--- src/rtl/arbitro_registrador_pkg.sv ---
// Shared definitions for the registrador write arbiter: FSM encodings,
// default word width and the modulo-N index helper used by the selector.
package arbitro_registrador_pkg;

   localparam int DEF_BITS = 63;

   localparam logic [1:0] ST_IDLE    = 2'd0;
   localparam logic [1:0] ST_ESCRITA = 2'd1;
   localparam logic [1:0] ST_ACK     = 2'd2;

   // (a + b) mod n for 0 <= a, b < n, without a divider
   function automatic int wrap_add(input int a, input int b, input int n);
      int s;
      s = a + b;
      if (s >= n) s = s - n;
      return s;
   endfunction

endpackage

--- src/rtl/arbitro_registrador_seletor_rr.sv ---
// Round-robin search: rotate req so ptr sits at bit 0, take the lowest set
// bit, then rotate the offset back into a requester index.
module seletor_rr
   import arbitro_registrador_pkg::*;
#(
   parameter int N_REQ = 4,
   parameter int PTR_W = 2
) (
   input  logic [N_REQ-1:0] req,
   input  logic [PTR_W-1:0] ptr,
   output logic             found,
   output logic [PTR_W-1:0] idx
);

   logic [N_REQ-1:0] rot;
   logic [PTR_W-1:0] off;

   always_comb begin
      rot = '0;
      for (int j = 0; j < N_REQ; j++)
         rot[j] = req[wrap_add(int'(ptr), j, N_REQ)];
   end

   always_comb begin
      off = '0;
      for (int j = N_REQ - 1; j >= 0; j--)
         if (rot[j]) off = PTR_W'(j);
   end

   assign found = |rot;
   assign idx   = PTR_W'(wrap_add(int'(ptr), int'(off), N_REQ));

endmodule

--- src/rtl/arbitro_registrador.sv ---
// Round-robin write arbiter in front of a shared registrador: one grant,
// one load pulse and one ack per transaction, three cycles each.
module arbitro_registrador
   import arbitro_registrador_pkg::*;
#(
   parameter int BITS  = DEF_BITS,
   parameter int N_REQ = 4,
   parameter int PTR_W = 2
) (
   input  logic                       clk,
   input  logic                       reset_n,
   input  logic [N_REQ-1:0]           req,
   input  logic [N_REQ*(BITS+1)-1:0]  data_req,
   output logic [N_REQ-1:0]           ack,
   output logic                       reg_load,
   output logic [BITS:0]              reg_data,
   output logic                       busy,
   output logic [PTR_W-1:0]           grant_idx
);

   localparam int W = BITS + 1;

   logic [1:0]       state_q, state_d;
   logic [PTR_W-1:0] ptr_q, ptr_d;
   logic [PTR_W-1:0] gidx_q, gidx_d;
   logic [BITS:0]    cap_q, cap_d;

   logic             found;
   logic [PTR_W-1:0] win_idx;

   seletor_rr #(.N_REQ(N_REQ), .PTR_W(PTR_W)) u_sel (
      .req   (req),
      .ptr   (ptr_q),
      .found (found),
      .idx   (win_idx)
   );

   always_comb begin
      state_d = state_q;
      ptr_d   = ptr_q;
      gidx_d  = gidx_q;
      cap_d   = cap_q;
      case (state_q)
         ST_IDLE: begin
            if (found) begin
               gidx_d = win_idx;
               for (int i = 0; i < N_REQ; i++)
                  if (win_idx == PTR_W'(i)) cap_d = data_req[i*W +: W];
               state_d = ST_ESCRITA;
            end
         end
         ST_ESCRITA: state_d = ST_ACK;
         ST_ACK: begin
            // Winner drops to lowest priority; explicit wrap keeps
            // non-power-of-two N_REQ from ever producing idx >= N_REQ
            if (gidx_q == PTR_W'(N_REQ - 1)) ptr_d = '0;
            else                             ptr_d = gidx_q + PTR_W'(1);
            state_d = ST_IDLE;
         end
         default: state_d = ST_IDLE;
      endcase
   end

   always_ff @(posedge clk) begin
      if (!reset_n) begin
         state_q <= ST_IDLE;
         ptr_q   <= '0;
         gidx_q  <= '0;
         cap_q   <= '0;
      end else begin
         state_q <= state_d;
         ptr_q   <= ptr_d;
         gidx_q  <= gidx_d;
         cap_q   <= cap_d;
      end
   end

   // Gated by reset_n so an aborted transaction never loads or acks at the reset edge
   always_comb begin
      ack = '0;
      for (int i = 0; i < N_REQ; i++)
         ack[i] = reset_n && (state_q == ST_ACK) && (gidx_q == PTR_W'(i));
   end

   assign reg_load  = reset_n && (state_q == ST_ESCRITA);
   assign reg_data  = cap_q;
   assign busy      = (state_q == ST_ESCRITA) || (state_q == ST_ACK);
   assign grant_idx = gidx_q;

endmodule

--- config.mk ---
export PLATFORM = sky130hd
export DESIGN_NAME = arbitro_registrador
export DESIGN_NICKNAME = d
export VERILOG_FILES = /design/src/rtl/arbitro_registrador_pkg.sv /design/src/rtl/arbitro_registrador_seletor_rr.sv /design/src/rtl/arbitro_registrador.sv
export SDC_FILE = /design/constraint.sdc
export NUM_CORES = 1
export LEC_CHECK = 0
export CAP_MARGIN = 15
export CORE_AREA = 4 4 139 141
export CTS_CLUSTER_DIAMETER = 40
export DETAILED_ROUTE_END_ITERATION = 8
export DIE_AREA = 0 0 143 145
export GPL_ROUTABILITY_DRIVEN = 0
export PLACE_DENSITY_LB_ADDON = 0.15
export SLEW_MARGIN = 15
export SYNTH_ARGS = -nofsm -noshare
export SYNTH_HDL_FRONTEND = slang
export SYNTH_SLANG_ARGS = --single-unit
--- constraint.sdc ---
create_clock -name clk -period 3.7 [get_ports clk]
set_clock_uncertainty 0.1 [all_clocks]
set_input_delay 0.74 -clock clk [delete_from_list [all_inputs] [get_ports clk]]
set_output_delay 0.74 -clock clk [all_outputs]
set_load 0.05 [all_outputs]
After elaboration in Yosys (flattened, before gate mapping)
Cells that the tools add are included.

operators by class
  $add $sub $neg = 10
  $lt $le $gt $ge = 9
  equal/unequal tests = 9
  mux-type cells = 28
  reductions and logical operators = 14

operator list
  operator                                                                 number
  64-bit 2-to-1 mux                                                        4
  32-bit by 4-bit < comparator with 1-bit output (second input constant)   4
  32-bit 2-to-1 mux                                                        4
  32-bit by 4-bit >= comparator with 1-bit output (second input constant)  3
  32-bit by 4-bit subtractor with 32-bit output (second input constant)    3
  2-bit 2-to-1 mux                                                         7
  2-bit equality test (second input constant)                              5
  1-bit binary-select mux with 2-bit select                                4
  1-bit 2-to-1 mux                                                         8
  2-bit by 2-bit adder with 3-bit output (second input constant)           2
  2-bit by 1-bit equality test with 1-bit output (second input constant)   3
  1-bit logical AND                                                        6
  2-bit zero test                                                          3
  2-bit case mux with 2 select lines                                       1
  4-bit nonzero test                                                       1
  4-bit OR reduction                                                       1
  2-bit by 3-bit subtractor with 4-bit output (second input constant)      1
  2-bit by 1-bit adder with 3-bit output (second input constant)           1
  2-bit by 2-bit adder with 3-bit output                                   1
  2-bit by 3-bit >= comparator with 1-bit output (second input constant)   1
  3-bit >= comparator (second input constant)                              1
  3-bit AND reduction                                                      1
  2-bit by 1-bit adder with 2-bit output (second input constant)           1
  2-bit != test (second input constant)                                    1
  3 further kinds                                                          3

word-level totals
  register bits = 70
  input bits = 262
  output and inout port bits = 72

Depth between registers and ports, before layout
Gate-level depths: netlist of run 1.

  depth after elaboration = 18
  gate-level depth with buffers = 15

Cells and area by module
A second synthesis of run 1 with hierarchy kept.

unflattened totals
  cell total of the unflattened synthesis = 425
  area total of the unflattened synthesis = 4319.1 um^2

by module, submodules not included
  module               instances  cells each  area an instance (um^2)  seq. area each (um^2)
  arbitro_registrador  1          400         4152.7                   1401.3
  seletor_rr           1          25          166.4                    0.0

Worst setup path before layout of run 1
Ideal clock, no wire load.

  path type = input to register
  start point = input req[2]
  end point = register cap_q[32], in the netlist reg_data[32]
  arrival time = 3.023 ns
  path slack = 0.490 ns
  cell stages on the path = 14
  path buffers = 4
  cells stage by stage = buf_2 -> nand2_1 -> nor2_1 -> a211oi_1 -> a31oi_1 -> a211o_1 -> ha_1 -> clkbuf_1 -> clkbuf_1 -> clkbuf_1 -> a211oi_1 -> a211oi_1 -> mux2i_1 -> o31ai_1

on the way
  word-level cells in the longest chain between the ends = 14

RTL lines
  item                                                                                       line                                  source
  start: declaration                                                                         arbitro_registrador.sv:12             input logic [N_REQ-1:0] req,
  1-bit binary-select mux with 2-bit select                                                  arbitro_registrador_seletor_rr.sv:21  rot[j] = req[wrap_add(int'(ptr), j, N_REQ)];
  1-bit 2-to-1 mux (not written as such) (2 in series)                                       arbitro_registrador_seletor_rr.sv:21
  2-bit 2-to-1 mux (3 in series)                                                             arbitro_registrador_seletor_rr.sv:27  if (rot[j]) off = PTR_W'(j);
  2-bit 2-to-1 mux (*)                                                                       arbitro_registrador_seletor_rr.sv:27
  2-bit by 2-bit adder with 3-bit output (*)                                                 arbitro_registrador_pkg.sv:14         s = a + b;
  3-bit >= comparator / 2-bit by 1-bit subtractor with 2-bit output (equally long branches)  arbitro_registrador_pkg.sv:15         if (s >= n) s = s - n;
  2-bit 2-to-1 mux (*)                                                                       arbitro_registrador_pkg.sv:15
  via u_sel.idx[0]                                                                           arbitro_registrador_seletor_rr.sv:12  output logic [PTR_W-1:0] idx
  2-bit by 1-bit equality test with 1-bit output                                             arbitro_registrador.sv:48             if (win_idx == PTR_W'(i)) cap_d = data_req[i*W +: W];
  64-bit 2-to-1 mux (3 in series)                                                            arbitro_registrador.sv:48
  end signal: assignment                                                                     arbitro_registrador.sv:74             cap_q <= cap_d;
  end: declaration                                                                           arbitro_registrador.sv:26             logic [BITS:0] cap_q, cap_d;

Mark *: on every way through the listed nets, which the timed path passes. The rest lies on a longest branch. The select of a mux whose other input is x is not followed.
A chain may end at the register's enable or synchronous reset.

Worst setup path after layout of run 1
  start point = input req[1]
  end point = register cap_q[53], in the netlist reg_data[53]

on the way
  word-level cells in the longest chain between the ends = 14

RTL lines
  item                                                                                       line
  1-bit binary-select mux with 2-bit select                                                  arbitro_registrador_seletor_rr.sv:21
  1-bit 2-to-1 mux (not written as such) (2 in series)                                       arbitro_registrador_seletor_rr.sv:21
  2-bit 2-to-1 mux (4 in series)                                                             arbitro_registrador_seletor_rr.sv:27
  2-bit by 2-bit adder with 3-bit output                                                     arbitro_registrador_pkg.sv:14
  3-bit >= comparator / 2-bit by 1-bit subtractor with 2-bit output (equally long branches)  arbitro_registrador_pkg.sv:15
  2-bit 2-to-1 mux                                                                           arbitro_registrador_pkg.sv:15
  2-bit by 1-bit equality test with 1-bit output                                             arbitro_registrador.sv:48
  64-bit 2-to-1 mux (3 in series)                                                            arbitro_registrador.sv:48

Parallel ways exist; a longest one is shown, timed or not. The select of a mux whose other input is x is not followed.

==> results list, run 1 <==
- Cells with a size suffix above 1 make up 5.91% of the layout.
- After detailed routing, the average wire length per cell comes to 17.8 µm.
- Final min period: 3.38 ns
* Post CTS Setup Buffer Count: 0
* Yosys warns: 0
* Main combinational cell family by area after synthesis: compound AO/OA/AOI/OAI gates
* Reg-to-Reg Start: ptr_q[0]
- Die span in y: around 150 µm
- Summed over its instances, the top area cell type makes up between 20 and 25% of the synthesized netlist area.
- Post-synthesis register bit count: 70
- At the pin with the least slew margin, the transition time is 0.600 ns.
* Prevailing post-synth register cell: sky130_fd_sc_hd__dfxtp_1
- Post-Synthesis Net Count: 1368
- Setup repair after global routing left no endpoint under its margin.
* Total power per unit cell area: 382 nW/µm²
* DRC: 0
- Number of port buffers: roughly 330
* Clk root buf: sky130_fd_sc_hd__clkbuf_16
* First-pass GRT wire length: 44800 µm
- GRT Total Usage: 26.3%
* Initial Util: a little over two fifths
* Vias in the first global route: between 8000 and 9000
* Setup tns final: 0 ns
- The H-tree was split into 3 levels.
- The initial antenna violation count was 5.
- Max_cap viols: 0
- Number of nets with antenna violations after routing: 0
- The signal on the critical path passes through clkdlybuf4s50_1 -> nor2_1 -> a211oi_1 -> a31oi_1 -> a211o_1 -> ha_4 -> xnor2_4 -> buf_12 -> buf_12 -> a211oi_1 -> a211oi_1 -> mux2i_1 -> o31ai_1.
- Setup-violating endpoint count in the final report: 0
- Worst-path fanout max: 32
* Proportion of synthesized area in mux cells: 8.60%
* CTS tree: done
- Area leader, netlist: sky130_fd_sc_hd__a211oi_1
- Share of the synthesized area in compound gates (AO/OA/AOI/OAI): 32.3%
- Path class of the lowest-slack min-delay path: reg -> reg
- Tracing the worst setup path back leads to its startpoint at req[1].
* Switching share of power: a little over two fifths
- The number of cells on the worst reg-to-reg path is 12.
* Detailed-placement wirelength estimate: 21100 µm
- Before antenna repair, the detailed router went through 5 iterations.
- Gates resized during post-CTS repair numbered 0.
- Hold-fix buffers at CTS: 0
- The internal portion of the total power is 2.52 mW.
* Worst ir drop on vdd: 265 µV
- Capturing element type of the critical path: flip-flop
- Max_slew headroom: between 50% and 60%
- Avg Inst Size Synth: 7.11 µm²
* Detail-routed via count per cell: approximately 5.8
- In this run the core area contains a little under 50 standard-cell rows.
* Slowest cell on crit path: sky130_fd_sc_hd__clkdlybuf4s50_1
- The total count of hold-check failures in the final report came to 0.
- At the end of the flow the core is filled with cells to 65.3%.
- Total vias in the final route: 9374
- The endpoint identified for the worst register-to-register timing path is reg_data[53].
* Clock power share: about a fifth
- Total wire length after detailed routing: about 29000 µm
- Maximum clock rate: approximately 300 MHz
- Most frequent cells after synthesis: 257 x sky130_fd_sc_hd__a211oi_1, 135 x sky130_fd_sc_hd__nor2_1, 131 x sky130_fd_sc_hd__nor2b_1
- Entering global routing, the biggest net connects 87 pins.
- The die covers 20700 µm².
* Most numerous cell in the Yosys netlist: sky130_fd_sc_hd__a211oi_1
- In the synthesized netlist, the number of instances is 1097.
- From synthesis to final layout, the design area changed by 50.5%.
- Worst path arrival time: 3.51 ns
- Relative contribution of sequential cells to total power: between 20% and 30%
- Number of flops mapped to enable cells by yosys: 0
- Horizontal die dimension: 143 µm
- The total overflow left after global routing is 0.
- Slew Viols, Final: 0
- Number of buffers on the longest clock path: 2
- During I/O placement, the number of pins put on the boundary was between 300 and 400.
- Simple-gate share of the synthesized area: 29.7%
- The floorplan step defined a core boundary enclosing 18000 µm².
- Counting stages on the worst path, the most repeated cell is sky130_fd_sc_hd__a211oi_1.
- Worst setup path category: in -> reg
* Number of DRC markers after the initial detailed-route iteration: 363
- The synthesized netlist occupies a cell area of approximately 7800 µm².
- STA classifies the critical path startpoint as an input pin.
- Adder-cell area share of the yosys netlist: 1.44%
- Final net count: approximately 1600
- Summing internal, switching and leakage power gives 4.48 mW.
- In this run, CTS created clock tree buffers numbering 9.
- Of all flip-flops after synthesis, the portion carrying an async set or reset was 0%.
- Register-to-register setup slack: 0.57 ns
- Register area share after synthesis: 18.0%
- Post-CTS clock slew at the launch and capture registers of the worst setup and hold paths: 0.06 ns
* Result of the run: completed
- Yosys attributes the largest share of cell area to sky130_fd_sc_hd__a211oi_1 25%, sky130_fd_sc_hd__dfxtp_1 18%, sky130_fd_sc_hd__nor2b_1 11%, sky130_fd_sc_hd__mux2i_1 8.6%, sky130_fd_sc_hd__nor3_1 8.3%.
- Number of library cell types mapped by synthesis: 35
* Source-to-sink clock delay at the later pin of the worst-skew pair: around 0.34 ns
- Summed over all cells, the static leakage comes to 4.32 nW.
- Combinational cells account for 57.2% of the total power.
- Dividing the final minimum period by the clock period gives 91.3%.
- The tree built by TritonCTS fans out to 70 sinks.
- Highest cell delay on the worst timing path: 0.54 ns
* Post-synthesis share of cell area spent on xor and xnor gates: 0.321%
- The most critical setup path has its endpoint at reg_data[53].
* Net Sw Power: 1.96 mW
* Origin of the worst min-delay path: reg_data[55]
- Data on the critical path is required at its endpoint by 3.83 ns.
[worst min-delay path by stage]
stage,endpoint,cells past startpoint
final,reg_data[55],2
after detailed placement,reg_data[24],2
after global placement,reg_data[21],2
after floorplan,state_q[0],2
after CTS,reg_data[55],2
after global routing,reg_data[10],2
[cell type report]
cell class / instances / area [µm²]
Inverter: 5 / 18.8
Fill cell: 1582 / 6220
Multi-Input combinational cell: 891 / 5690
Timing Repair Buffer: 389 / 4030
Tap cell: 229 / 287
Antenna cell: 3 / 7.51
Sequential cell: 70 / 1400
Clock inverter: 4 / 45.0
Clock buffer: 12 / 256
[critical path: cells and delay by family]
kind	cells	cell delay [ns]
AND/OR/NAND/NOR	1	0.07
XOR/XNOR	1	0.23
AO/OA/AOI/OAI	6	1.20
buffers and inverters	3	0.95
multiplexers	1	0.12
adder cells (fa/ha/maj)	1	0.19
[registers in the layout, summed over array words and instances, names as in the netlist]
register	flops
grant_idx	2
ptr_q	2
state_q	2
reg_data	64
[routing by layer]
metal  wire length [µm]  track usage, %  vias to the layer above
li1                   -               -                     4619
met1              11100            30.5                     4313
met4               1040            11.9                        4
met2              13700            45.0                      369
met5                 28               0                        -
met3               2690            6.78                       69
[power groups by stage]
stage	clock network (mW)	registers, mW	logic (mW)
floorplan	0	1.51	1.09
CTS	0.946	0.995	2.57
global route	0.970	1.01	2.75
finish	0.924	0.995	2.56
global placement	0	1.01	2.53
detailed placement	0	1.01	2.56
[metrics by stage]
step	std cells	hold slack, ns	cell area [µm²]	setup slack, ns
after floorplan	1097	0.402	7800	0.490
after global placement	1584	0.334	11400	0.0947
after detailed placement	1584	0.338	11400	0.0397
after CTS	1600	0.355	11700	0.324
after global routing	1603	0.374	11700	0.158
final	1603	0.349	11700	0.323
[cells by family after synthesis]
| logic type | after synthesis |
|---|---|
| AO/OA/AOI/OAI | 335 |
| XOR/XNOR | 2 |
| adder cells (fa/ha/maj) | 9 |
| buffers and inverters | 136 |
| flip-flops | 70 |
| multiplexers | 67 |
| AND/OR/NAND/NOR | 478 |
[cells in the final DEF (no fill, tap or decap), drive strengths merged, types with 3 or more instances in the layout]
cell / instances
and3: 4
dfxtp: 70
diode: 3
a211oi: 257
inv: 5
o31ai: 64
buf: 56
nor2b: 132
clkinv: 3
clkdlybuf4s50: 333
clkbuf: 12
nor3: 129
mux2i: 67
ha: 9
nor2: 135
nand2: 72
o21ai: 3
Power figures use the tool's default switching activity.
==> run 2: changes to the inputs <==
--- a/config.mk
+++ b/config.mk
@@ -6,10 +6,11 @@
 export NUM_CORES = 1
 export LEC_CHECK = 0
 export CAP_MARGIN = 15
-export CORE_AREA = 4 4 139 141
+export CORE_AREA = 4 4 137 139
+export CTS_BUF_LIST = sky130_fd_sc_hd__clkbuf_8
 export CTS_CLUSTER_DIAMETER = 40
 export DETAILED_ROUTE_END_ITERATION = 8
-export DIE_AREA = 0 0 143 145
+export DIE_AREA = 0 0 141 143
 export GPL_ROUTABILITY_DRIVEN = 0
 export PLACE_DENSITY_LB_ADDON = 0.15
 export SLEW_MARGIN = 15
==> results list, run 2 (synthesis results as in run 1) <==
* First drt pass iteration count: 6 (+1)
* Post-CTS clock slew at the launch and capture registers of the worst setup and hold paths: 0.06 ns (about the same)
* Most common cell after layout, fill and taps aside: sky130_fd_sc_hd__clkdlybuf4s50_1
- GRT Total Usage: 26.6% (+0.33 points)
- Net Sw Power: 1.92 mW (-2.2%)
* CTS tree: done
- Clk root buf: sky130_fd_sc_hd__clkbuf_8
* Total power: 4.14 mW (-7.5%)
* Clock power share: 15.1% (-5.5 points)
- The count of buffers from port buffering is 333 (unchanged).
- The number of top-level design ports came to 334 (unchanged).
* Total vias in the final route: 9192 (-1.9%)
* CTS HTree Levels: 3 (unchanged)
* Detail-routed via count per cell: 5.78 (-1.1%)
- The instance area at placement is 11400 µm² (-0.68%).
* Max_cap viols: 0 (unchanged)
* Source-to-sink clock delay at the later pin of the worst-skew pair: 0.37 ns (+0.03 ns)
- Capturing element type of the critical path: flip-flop
* Worst ir drop on vdd: 249 µV (-6.0%)
- The total count of max-transition violations in the final report is 0 (unchanged).
- The global-route wire length before repair came to 44100 µm (-1.6%).
- Number of DRC markers after the initial detailed-route iteration: 428 (+18%)
- The internal power is 2.23 mW (-12%).
- Path class of the lowest-slack min-delay path: reg -> reg
- DRC: 0 (unchanged)
- Number of buffers on the longest clock path: 2 (unchanged)
- The floorplan die area came to 20200 µm² (-2.8%).
- The number of nets still failing antenna checks after routing came to 0 (unchanged).
* Final min period: 3.26 ns (-0.115 ns)
- Switching share of power: 46.3% (+2.5 points)
* Clock sink count: 70 (unchanged)
- Worst-path fanout max: 48 (+50%)
* Worst path arrival time: 3.42 ns (-0.09 ns)
* Number of flip-flops in the largest register: 64 (unchanged)
- Setup-violating endpoint count in the final report: 0 (unchanged)
- Vias in the first global route: 8731 (-2.2%)
- The starting utilization of the core area is 44.2% (+0.75 points).
* Number of antenna violations at the first check in global routing: 3 (-2)
- The headroom to the max-slew limit was 60.2% (+0.33 points).
* Area delta synth->final: 47.8%
- Most used cells in the layout excluding fill and tap cells: 332 x sky130_fd_sc_hd__clkdlybuf4s50_1, 257 x sky130_fd_sc_hd__a211oi_1, 135 x sky130_fd_sc_hd__nor2_1
* Post CTS Setup Buffer Count: 0 (unchanged)
- The y dimension of the die came to 143 µm (-1.4%).
- In this run the critical register-to-register path is launched from ptr_q[0].
* Setup repair after global routing missed its margin: no
- The placeable core region is 17700 µm² (-1.7%).
- The residual overflow from global routing is 0 (unchanged).
- The number of gates resized after CTS was 0 (unchanged).
- Post-route standard cell area excluding fillers: 11500 µm² (-1.8%)
- Setup tns final: 0 ns (unchanged)
- The number of buffers added by the clock tree synthesis step is 9 (unchanged).
* Result of the run: completed
* Largest net degree at the start of global routing: 65 (-25%)
- The final-layout fill cell count came to 1590 (+0.51%).
- The power density normalized to cell area came to 359 nW/µm² (-5.9%).
- Period utilization: 88.2% (-3.1 points)
* Maximum clock rate: 307 MHz (+3.5%)
* Detailed-placement wirelength estimate: 20400 µm (-3.3%)
- Proportion of power drawn by combinational gates: 60.9% (+3.7 points)
- The slew at the pin closest to its max-slew limit is 0.596 ns (-0.00492 ns).
- The standard-cell row count came to 49 (unchanged).
* Fin. Hold Viols: 0 (unchanged)
* Average detailed-routed wire length per instance: 17.6 µm (-1.5%)
* Horizontal die dimension: 141 µm (-1.4%)
- The required time at the worst-slack endpoint came to 3.86 ns (+0.03 ns).
- Lkg Pwr: 4.22 nW (-2.3%)
- Origin of the worst min-delay path: reg_data[43]
* Total wire length after detailed routing: 27900 µm (-2.3%)
* Launching element type of the critical path: input pin
- Crit path launch: req[1]
* Fraction of layout cells with a size suffix above 1: 5.15% (-0.76 points)
- Hold-fix buffers at CTS: 0 (unchanged)
* Relative contribution of sequential cells to total power: 24.0% (+1.8 points)
* Final net count: 1627 (-0.61%)
- By startpoint and endpoint, the worst setup path is classified as in -> reg.
run 2: cell count changes in the layout (fill, tap and decap cells not counted), moves of 2 or more:
cell,delta
sky130_fd_sc_hd__clkbuf_8,+10
sky130_fd_sc_hd__buf_4,-9
sky130_fd_sc_hd__clkinv_2,-2
sky130_fd_sc_hd__clkbuf_16,-9
run 2: stage by stage:
stage          hold WS (ns)  std cells  utilization (%)  worst slack [ns]
2_1_floorplan         0.402       1097                -             0.490
3_3_place_gp          0.335       1574             64.3             0.162
3_5_place_dp          0.339       1574             64.3            0.0520
4_1_cts               0.353       1588             65.3             0.429
5_1_grt               0.381       1590             65.3             0.225
6_report              0.350       1590             65.3             0.438
run 2: critical path, stage by stage:
cell and delay, ns:
sky130_fd_sc_hd__clkdlybuf4s50_1 0.52, sky130_fd_sc_hd__nor2_1 0.07, sky130_fd_sc_hd__a211oi_1 0.20, sky130_fd_sc_hd__a31oi_1 0.07
sky130_fd_sc_hd__a211o_1 0.29, sky130_fd_sc_hd__ha_4 0.19, sky130_fd_sc_hd__xnor2_4 0.21, sky130_fd_sc_hd__buf_12 0.18
sky130_fd_sc_hd__buf_12 0.21, sky130_fd_sc_hd__a211oi_1 0.11, sky130_fd_sc_hd__a211oi_1 0.22, sky130_fd_sc_hd__mux2i_1 0.12
sky130_fd_sc_hd__o31ai_1 0.26
run 2: area by class of cell:
type | instances | area (µm²) | area share (%)
diodes | 2 | 5.00 | 0.0434
clock buffers | 12 | 165 | 1.43
clock inverters | 2 | 8.76 | 0.0760
inverters | 5 | 18.8 | 0.163
multi-input cells | 891 | 5690 | 49.4
flip-flops and latches | 70 | 1400 | 12.2
well taps | 229 | 287 | 2.48
repair buffers | 379 | 3950 | 34.3
run 2: worst paths after layout:
kind / slack (ns) / to / cells past startpoint
hold reg to reg: 0.35 / reg_data[43] / 2
hold / removal: 0.35 / reg_data[43] / 2
setup / recovery: 0.44 / reg_data[41] / 13
setup reg to reg: 0.63 / reg_data[41] / 12
run 2: power groups by stage:
stage | sequential (mW) | combinational, mW | clock, mW
after global routing | 1.02 | 2.71 | 0.673
after global placement | 1.01 | 2.49 | 0
after detailed placement | 1.01 | 2.52 | 0
after floorplan | 1.51 | 1.09 | 0
after CTS | 0.995 | 2.53 | 0.641
final | 0.995 | 2.52 | 0.628
run 2: routing by layer:
metal | vias to the layer above | GRT usage (%) | wire [µm]
met5 | - | 0 | 13
met4 | 2 | 8.67 | 663
met3 | 46 | 6.97 | 2310
met2 | 297 | 46.8 | 13700
met1 | 4259 | 31.7 | 11200
li1 | 4588 | - | -
